`src/rtl/fetch_stage.sv`:
```
// fetch_stage: MIPS instruction-fetch front end owning the PC and the IF/ID register.
//   i_clock, i_reset       : clock and synchronous active-high reset
//   i_stall                : hold PC and IF/ID (load-use hazard)
//   i_branch_taken/_target : redirect fetch from EX/MEM, flush IF/ID to NOP
//   o_imem_addr/i_imem_data: asynchronous instruction memory port
//   o_if_id_pc/_instr/_valid: IF/ID contents (PC+4, word, real-fetch flag)
//   o_halted, o_fetch_count: HALTED state flag and count of valid captures
module fetch_stage #(
    parameter logic [31:0] RESET_PC  = 32'h00000000,
    parameter logic [31:0] NOP_WORD  = 32'h00000000,
    parameter logic [31:0] HALT_WORD = 32'hFFFFFFFF
) (
    input  logic        i_clock,
    input  logic        i_reset,
    input  logic        i_stall,
    input  logic        i_branch_taken,
    input  logic [31:0] i_branch_target,
    output logic [31:0] o_imem_addr,
    input  logic [31:0] i_imem_data,
    output logic [31:0] o_if_id_pc,
    output logic [31:0] o_if_id_instr,
    output logic        o_if_id_valid,
    output logic        o_halted,
    output logic [15:0] o_fetch_count
);
    typedef enum logic {RUN, HALTED} state_t;

    state_t      r_state, w_state_n;
    logic [31:0] r_pc, w_pc_n, r_instr, w_instr_n, r_if_pc, w_if_pc_n;
    logic        r_valid, w_valid_n;
    logic [15:0] r_cnt, w_cnt_n;
    logic [31:0] w_pc4;

    assign w_pc4 = r_pc + 32'd4;

    always_ff @(posedge i_clock) begin
        if (i_reset) begin
            r_state <= RUN;
            r_pc    <= RESET_PC;
            r_instr <= NOP_WORD;
            r_if_pc <= '0;
            r_valid <= 1'b0;
            r_cnt   <= '0;
        end else begin
            r_state <= w_state_n;
            r_pc    <= w_pc_n;
            r_instr <= w_instr_n;
            r_if_pc <= w_if_pc_n;
            r_valid <= w_valid_n;
            r_cnt   <= w_cnt_n;
        end
    end

    // Priority: branch > stall > halted hold > run advance.
    always_comb begin
        w_state_n = r_state;
        w_pc_n    = r_pc;
        w_instr_n = r_instr;
        w_if_pc_n = r_if_pc;
        w_valid_n = r_valid;
        w_cnt_n   = r_cnt;
        if (i_branch_taken) begin
            w_state_n = RUN;
            w_pc_n    = {i_branch_target[31:2], 2'b00};
            w_instr_n = NOP_WORD;
            w_if_pc_n = '0;
            w_valid_n = 1'b0;
        end else if (!i_stall) begin
            if (r_state == HALTED) begin
                w_instr_n = NOP_WORD;
                w_if_pc_n = '0;
                w_valid_n = 1'b0;
            end else begin
                // The HALT word itself is a real fetch: captured and counted, but PC stops.
                w_instr_n = i_imem_data;
                w_if_pc_n = w_pc4;
                w_valid_n = 1'b1;
                w_cnt_n   = r_cnt + 16'd1;
                w_state_n = (i_imem_data == HALT_WORD) ? HALTED : RUN;
                w_pc_n    = (i_imem_data == HALT_WORD) ? r_pc : w_pc4;
            end
        end
    end

    assign o_imem_addr   = r_pc;
    assign o_if_id_pc    = r_if_pc;
    assign o_if_id_instr = r_instr;
    assign o_if_id_valid = r_valid;
    assign o_halted      = (r_state == HALTED);
    assign o_fetch_count = r_cnt;
endmodule

```
`config.mk`:
```
export PLATFORM = sky130hd
export DESIGN_NAME = fetch_stage
export DESIGN_NICKNAME = d
export VERILOG_FILES = /design/src/rtl/fetch_stage.sv
export SDC_FILE = /design/constraint.sdc
export NUM_CORES = 1
export LEC_CHECK = 0
export CAP_MARGIN = 0
export CORE_MARGIN = 1.5
export CORE_UTILIZATION = 45
export DETAILED_ROUTE_END_ITERATION = 12
export HOLD_SLACK_MARGIN = 0.15
export PLACE_DENSITY_LB_ADDON = 0.2
export SETUP_SLACK_MARGIN = 0.5
export SLEW_MARGIN = 10
export SYNTH_ARGS = -nofsm -noshare
export SYNTH_HDL_FRONTEND = slang
export SYNTH_SLANG_ARGS = --single-unit
```
`constraint.sdc`:
```
create_clock -name i_clock -period 2.5 [get_ports i_clock]
set_input_delay 0.25 -clock i_clock [delete_from_list [all_inputs] [get_ports i_clock]]
set_output_delay 0.25 -clock i_clock [all_outputs]
set_load 0.02 [all_outputs]
```
# After elaboration in Yosys (flattened, before gate mapping)
# Cells that the tools add are included.
# totals
regBits	114
in_bits	68
output_inout_bits	114
wordCells	30
# classes
add_sub_neg	2
n_eq_ne	4
n_mux	9
bitwise	4
reduce_logical	4
# ops
operator	count
2-to-1 mux 32 bit	6
adder 32 x 3 -> 32 bit, second input constant	1
== test 32 bit, second input constant	1
adder 16 x 1 -> 16 bit, second input constant	1
AND reduction 3 bit	3
inequality test 2 bit, second input constant	2
NOT 1 bit	4
2-to-1 mux 1 bit	3
inequality test 2 x 1 -> 1 bit, second input constant	1
OR reduction 2 bit	1

# Longest topological paths before layout
# Gate-level depths: netlist of run 1.
# depth
depth_word	5
ltp_mapped	7
depth_no_buf	6

# Worst setup path after synthesis of run 1
# OpenSTA, ideal clock, no wires.
# synth_path
path_kind	reg-to-reg
start	register r_pc[2], in the netlist o_imem_addr[2]
end	register r_pc[20], in the netlist o_imem_addr[20]
setup_time_ps	74
arrival_time_ps	2125
required_time_ps	2426
setup_slack_ps	301
stages_incl_launch_ff	8
n_path_buf	1
period_less_slack_ps	2199
cell_sequence	dfxtp_1 -> ha_1 -> and3_1 -> clkbuf_1 -> nand3_1 -> or4_1 -> or3_1 -> a31oi_1
# synth_between
elab_chain_len	5
# synth_rtl
item	line_no	rtl
from (decl)	29	logic [31:0] r_pc, w_pc_n, r_instr, w_instr_n, r_if_pc, w_if_pc_n;
from (signal assigned)	46	r_pc <= w_pc_n;
adder 32 x 3 -> 32 bit	34	assign w_pc4 = r_pc + 32'd4;
2-to-1 mux 32 bit	80	w_pc_n = (i_imem_data == HALT_WORD) ? r_pc : w_pc4;
2-to-1 mux 32 bit	69	if (r_state == HALTED) begin
2-to-1 mux 32 bit	68	end else if (!i_stall) begin
2-to-1 mux 32 bit	62	if (i_branch_taken) begin
# No other way between the ends. The select of a mux whose other input is x is not followed.
# A chain may end at the register's enable or synchronous reset.

# Worst setup path in the final report of run 1
# layout_path
start	register r_pc[4], in the netlist o_imem_addr[4]
end	register r_if_pc[31], in the netlist o_if_id_pc[31]
# layout_between
elab_chain_len	2
# layout_rtl
item	line_no	rtl
adder 32 x 3 -> 32 bit	34	
2-to-1 mux 32 bit	69	
to (signal assigned)	48	r_if_pc <= w_if_pc_n;
to (decl)	29	
# No other way between the ends.

==> results_dict.tcl, run 1 <==
set metrics [dict create \
    cp.required_ps 2760 \
    maxCapViolations 0 \
    drt_iter0_drc 299 \
    stdcell_area_um2 7350 \
    path_cells "nand4_2 -> or4_4 -> o31a_1 -> o21ai_1 -> a21oi_1" \
    fmax_mhz 500 \
    drcViolationCount 0 \
    ant_nets 0 \
    relSlewSlack_pct 46.9 \
    p_sw_share_pct 27.9 \
    synth_top_area_cell "dfxtp_1" \
    crit_cells 5 \
    grt_usage_pct 27.0 \
    worst-setup-path-type "reg -> reg" \
    gp_congestion 0.836 \
    portBuffers 175 \
    hold_depth 3 \
    setup_viol 0 \
    p_int_mw 2.56 \
    p_clk_share_pct 29.1 \
    status "finished clean" \
    seqPwrFrac_pct 53.4 \
    num_rows 38 \
    slowest_delay_ps 630 \
    clk-insertion-delay-late_ps 380 \
    dieHeight_um 108 \
    grt_max_degree 56 \
    max-vdd-ir-drop_v 0.000413 \
    clk_path_buf_depth 2 \
    yosysSeqAreaShare_pct 44.1 \
    synth.area.top_cells "dfxtp_1 44%, a22oi_1 8.0%, nor2_1 5.9%, xnor2_1 4.2%, a211oi_1 3.6%" \
    synth_ff_type "dfxtp_1" \
    grt_overflow 0 \
    dieArea_um2 11700 \
    timing.rr.end "o_if_id_pc[31]" \
    crit_slowest_cell "or4_4" \
    clockRootBuffer "clkbuf_8" \
    core_um2 10800 \
    p_comb_share_pct 17.5 \
    routed_via_density 5.69 \
    r2r-start "o_imem_addr[4]" \
    min_period_ps 2000 \
    crit_path_end "o_if_id_pc[31]" \
    vias 5090 \
    cts-buffers-inserted 9 \
    cp-end-kind "flop" \
    multiInputGateArea_um2 2690 \
    register_area_um2 2240 \
    arrival_ps 2260 \
    synthArstFlopShare_pct 0 \
    switching_power_mw 0.988 \
    worst_pin_slew_ps 793 \
    hold_path.class "in -> reg" \
    finalNetCount 821 \
    timing.final.crit_share_pct 79.9 \
    antenna_found_initial 0 \
    dpl_cell_area_um2 6980 \
    slew_viol_final 0 \
    cp_top_family "simple AND/OR/NAND/NOR gates" \
    syn_inst 572 \
    synth_area_um2 5000 \
    avgSynthCellArea_um2 8.74 \
    cp_max_fo 8 \
    h-tree-depth 3 \
    rsz0062_at_grt "true" \
    dr.pass1.iters 5 \
    synth_seq_cells 110 \
    drive_above_1_share_pct 13.4 \
    synth-warning-count 0 \
    timing.hold.ws_ps 268 \
    fill_cells 878 \
    synth-edff-count 0 \
    initial_core_util_pct 46.1 \
    critPathBufInv 0 \
    antennaDiodeCount 0 \
    num_io_pins 182 \
    place_hpwl_um 11500 \
    critPathLaunch "o_imem_addr[4]" \
    r2r_slack_ps 500 \
    p_leak_nw 2.54 \
    wl_per_cell_um 17.7 \
    wirelength_um 15800 \
    area_growth_pct 47.1 \
    grt_pass1_vias 4978 \
    die_x_um 108 \
    startpoint_type "flop" \
    grt_pass1_wl_um 24800 \
    cts_tree "done" \
    clk_pin_slew_ps 100 \
    setup_tns_ps 0 \
    synth_top_area_share_pct 44.1 \
    clock_skew_ps 9.16 \
    yosysUniqueCellTypes 56 \
    reg2reg_depth 5 \
    hold_viol_final 0 \
    cts.sinks 110 \
    powerDensity_nw_per_um2 482 \
]
[metal layers]
metal	vias to the layer above	global-route usage [%]	routed length [um]
met5	-	0	0
met4	0	9.40	269
met3	26	7.78	1290
met2	202	45.5	7630
met1	2426	32.8	6640
li1	2436	-	-
[synthesized netlist by cell type (2+ instances only)]
library cell,instances
or4_4,2
buf_1,3
nand4_1,17
and3_1,6
a21oi_1,19
a211oi_1,24
nor2b_1,7
o211ai_1,2
buf_4,4
nand4_2,2
o21a_1,2
nor2_1,78
nand2_1,31
buf_2,4
o311ai_0,4
inv_1,10
nor4_1,7
o21ai_0,19
a22oi_1,53
clkbuf_1,33
or4_1,6
nor4_2,4
ha_1,2
nand3_1,29
nor3_1,6
and4_1,4
a31oi_1,7
or3_1,6
mux2i_1,2
a211oi_2,2
or2_2,2
xnor2_1,24
dfxtp_1,110
xor2_1,19
[kinds of logic (layout without fill, tap and decap cells)]
family | Yosys count | count (layout) | synth area share (%)
simple gates | 214 | 214 | 22.5
fa+ha+maj | 2 | 2 | 0.501
xor+xnor | 43 | 43 | 7.53
compound gates | 145 | 145 | 20.2
flops | 110 | 110 | 44.1
buf+inv | 55 | 235 | 4.68
mux | 2 | 2 | 0.401
other cells | 1 | 4 | 0.0750
[layout by cell type (no fill, tap or decap), types with 5 or more instances in the layout]
cell / n
and3_1: 6
buf_4: 34
nor4_1: 5
a31oi_1: 7
dfxtp_2: 10
dfxtp_1: 92
dfxtp_4: 8
or3_1: 6
nand3_1: 27
xnor2_1: 24
a21oi_1: 19
inv_1: 10
or4_4: 6
nor2_1: 76
clkdlybuf4s50_1: 174
nor2b_1: 7
a211oi_1: 22
nor3_1: 6
clkbuf_8: 12
nand2_1: 30
xor2_1: 19
o21ai_0: 19
a22oi_1: 53
nand4_1: 17
[state kept, by name, summed over array words and instances, names as in the netlist]
register	cells
o_if_id_instr	32
o_if_id_pc	30
o_imem_addr	30
o_fetch_count	16
o_halted	1
o_if_id_valid	1
[worst reg2reg max path: cells and delay by family (launching register included)]
family          cells  cell delay, ps
simple gates        2             850
compound gates      3             610
flops               1             430
[how the worst min path moves through the flow]
stage                      to  slack, ps               start
2_1_floorplan  o_imem_addr[4]        390  i_branch_target[4]
6_report       o_if_id_pc[20]        270             i_stall
3_3_place_gp   o_if_id_pc[26]        450      o_if_id_pc[26]
3_5_place_dp   o_if_id_pc[31]        460      o_if_id_pc[31]
5_1_grt        o_if_id_pc[20]        270             i_stall
4_1_cts        o_if_id_pc[20]        250             i_stall
[power by group through the flow]
stage / clock (mW) / sequential, mW / combinational [mW]
2_1_floorplan: 0 / 1.99 / 0.223
3_3_place_gp: 0 / 1.93 / 0.599
3_5_place_dp: 0 / 1.93 / 0.609
4_1_cts: 1.05 / 1.89 / 0.613
5_1_grt: 1.13 / 1.90 / 0.663
6_report: 1.03 / 1.89 / 0.620
[final cells by class]
| cell class | count | area share, % |
|---|---|---|
| inverter | 10 | 0.510 |
| multi-input combinational | 410 | 36.6 |
| timing repair buffer | 210 | 27.5 |
| clock inverter | 3 | 0.255 |
| clock buffer | 12 | 2.25 |
| sequential | 110 | 30.5 |
| tap | 140 | 2.38 |
[through the flow]
stage	worst slack, ps	utilization (%)	total power, mW	cells
floorplan	474	-	2.21	575
global placement	161	64.4	2.52	872
detailed placement	123	64.4	2.54	872
CTS	483	66.7	3.56	887
global route	448	67.8	3.69	895
finish	501	67.8	3.55	895
[timing repair]
action / in CTS / in global routing
setup buffers: 0 / 8
setup endpoints to repair: 12 / 25
pin swaps: 0 / 6
hold buffers: 0 / 0
gates resized for setup: 17 / 17
Power figures use the tool's default switching activity.
==> inputs of run 2 (changes only) <==
CORE_UTILIZATION = 41   (was 45)
clock period = 1.6 ns   (was 2.5 ns; I/O delays follow)
==> run 2 against run 1 <==
The flow now finishes with violations (negative setup slack). Final cell count up 20%. Clock skew up 3.8 ps. Clock-buffer cell count down 1. Clock power up 140%. Critical path type unchanged. Critical endpoint is now o_imem_addr[31]. Largest power group unchanged. Highest routed layer unchanged.
==> results_dict.tcl, run 2 (same netlist as run 1, synthesis figures left out) <==
set metrics [dict create \
    clk_path_buf_depth 2 \
    maxCapViolations 0 \
    dieArea_um2 12900 \
    drt_iter0_drc 530 \
    grt_overflow 0 \
    grt_usage_pct 30.8 \
    routed_via_density 6.01 \
    cp.required_ps 1880 \
    core_um2 12000 \
    clk_pin_slew_ps 80 \
    area_growth_pct 101 \
    largest_reg_flops 32 \
    hold_depth 4 \
    grt_pass1_vias 6002 \
    placed_cells 958 \
    cts-buffers-inserted 9 \
    hold_path_end "o_if_id_instr[26]" \
    layout.cells.non_filler 1077 \
    clock_skew_ps 13.0 \
    mostFrequentLayoutCells "110 x buf_6, 86 x buf_4, 69 x nor2_1" \
    setup_ws_ps -436 \
    slew_viol_final 0 \
    timing.final.crit_share_pct 127 \
    r2r_slack_ps -440 \
    cp_max_fo 4 \
    antenna_found_initial 0 \
    arrival_ps 2320 \
    grt_pass1_wl_um 31300 \
    p_leak_nw 4.20 \
    grt_max_degree 34 \
    cts.sinks 110 \
    ant_nets 0 \
    hold_path.class "in -> reg" \
    num_rows 40 \
    clockRootBuffer "clkbuf_16" \
    powerDensity_nw_per_um2 698 \
    cp-end-kind "flop" \
    gp_congestion 0.890 \
    timing.hold.ws_ps 178 \
    clk-insertion-delay-late_ps 370 \
    die_x_um 113 \
    rsz0062_at_grt "true" \
    wl_per_cell_um 23.1 \
    worst-setup-path-type "reg -> reg" \
    antennaDiodeCount 0 \
    h-tree-depth 3 \
    num_io_pins 182 \
    portBuffers 175 \
    hold_viol_final 0 \
    cts_tree "done" \
    max-vdd-ir-drop_v 0.000476 \
    drive_above_1_share_pct 57.8 \
    reg2reg_depth 5 \
    wirelength_um 24800 \
    final_common_cell "buf_6" \
    violations "negative setup slack" \
    timing.rr.end "o_imem_addr[31]" \
    status "complete, but fails checks" \
    dr.pass1.iters 5 \
    drcViolationCount 0 \
    place_hpwl_um 12700 \
    vias 6468 \
    min_from "i_imem_data[26]" \
    fmax_mhz 491 \
    startpoint_type "flop" \
    min_period_ps 2040 \
    finalNetCount 995 \
    dieHeight_um 113 \
    setup_viol 47 \
    initial_core_util_pct 41.8 \
    r2r-start "o_imem_addr[16]" \
]
## run 2: how the worst max path moves through the flow
stage | startpoint | to | slack [ps]
final | o_imem_addr[16] | o_imem_addr[31] | -440
after global routing | o_imem_addr[16] | o_imem_addr[30] | -460
after CTS | o_imem_addr[16] | o_imem_addr[27] | -300
after detailed placement | i_imem_data[0] | o_imem_addr[15] | -800
after global placement | i_imem_data[0] | o_imem_addr[15] | -660
after floorplan | o_imem_addr[2] | o_imem_addr[20] | -260
## run 2: final cells by class
type | count | area [um2]
timing repair buffer | 383 | 3560
clock inverter | 5 | 43.8
tap | 147 | 184
multi-input combinational | 411 | 3630
inverter | 10 | 37.5
clock buffer | 11 | 275
fill | 550 | 1920
sequential | 110 | 2320
## run 2: repair_timing
| action | in CTS | in global routing |
|---|---|---|
| buffers inserted | 31 | 35 |
| hold endpoints to repair | 25 | 4 |
| hold buffers | 25 | 4 |
| gates cloned | 6 | 2 |
| setup endpoints to repair | 220 | 180 |
| pin swaps | 90 | 101 |
| resized for setup | 603 | 224 |
## run 2: worst max-delay path, cell delays in order, from the launching register on
cell,delay [ps]
dfxtp_4,390
nand4_4,140
or4_1,700
nor4_2,400
mux2i_1,140
a31oi_1,180
## run 2: per-stage QoR
step                utilization, %  TNS (ps)  power, mW  setup slack, ps  instance area [um2]
global route                  84.0    -12920       7.15             -461                10000
detailed placement            66.0    -37720       4.09             -801                 7900
CTS                           76.4     -5840       6.61             -296                 9130
floorplan                        -     -3070       3.48             -257                 5400
finish                        84.0    -10580       7.01             -436                10000
global placement              66.0    -34720       4.08             -664                 7900
## run 2: power by group
part           leakage [nW]  switching (mW)  internal, mW  total, mW
sequential            0.922           0.110          2.82       2.93
clock                 0.157            1.18          1.27       2.45
combinational          3.13           0.799         0.822       1.62
## run 2: per-layer routing
layer	up-vias	wire [um]	global-route usage, %
met5	-	0	0
met4	0	1500	13.8
met3	134	2020	4.94
met2	444	12200	52.9
met1	3091	9160	38.3
li1	2799	-	-
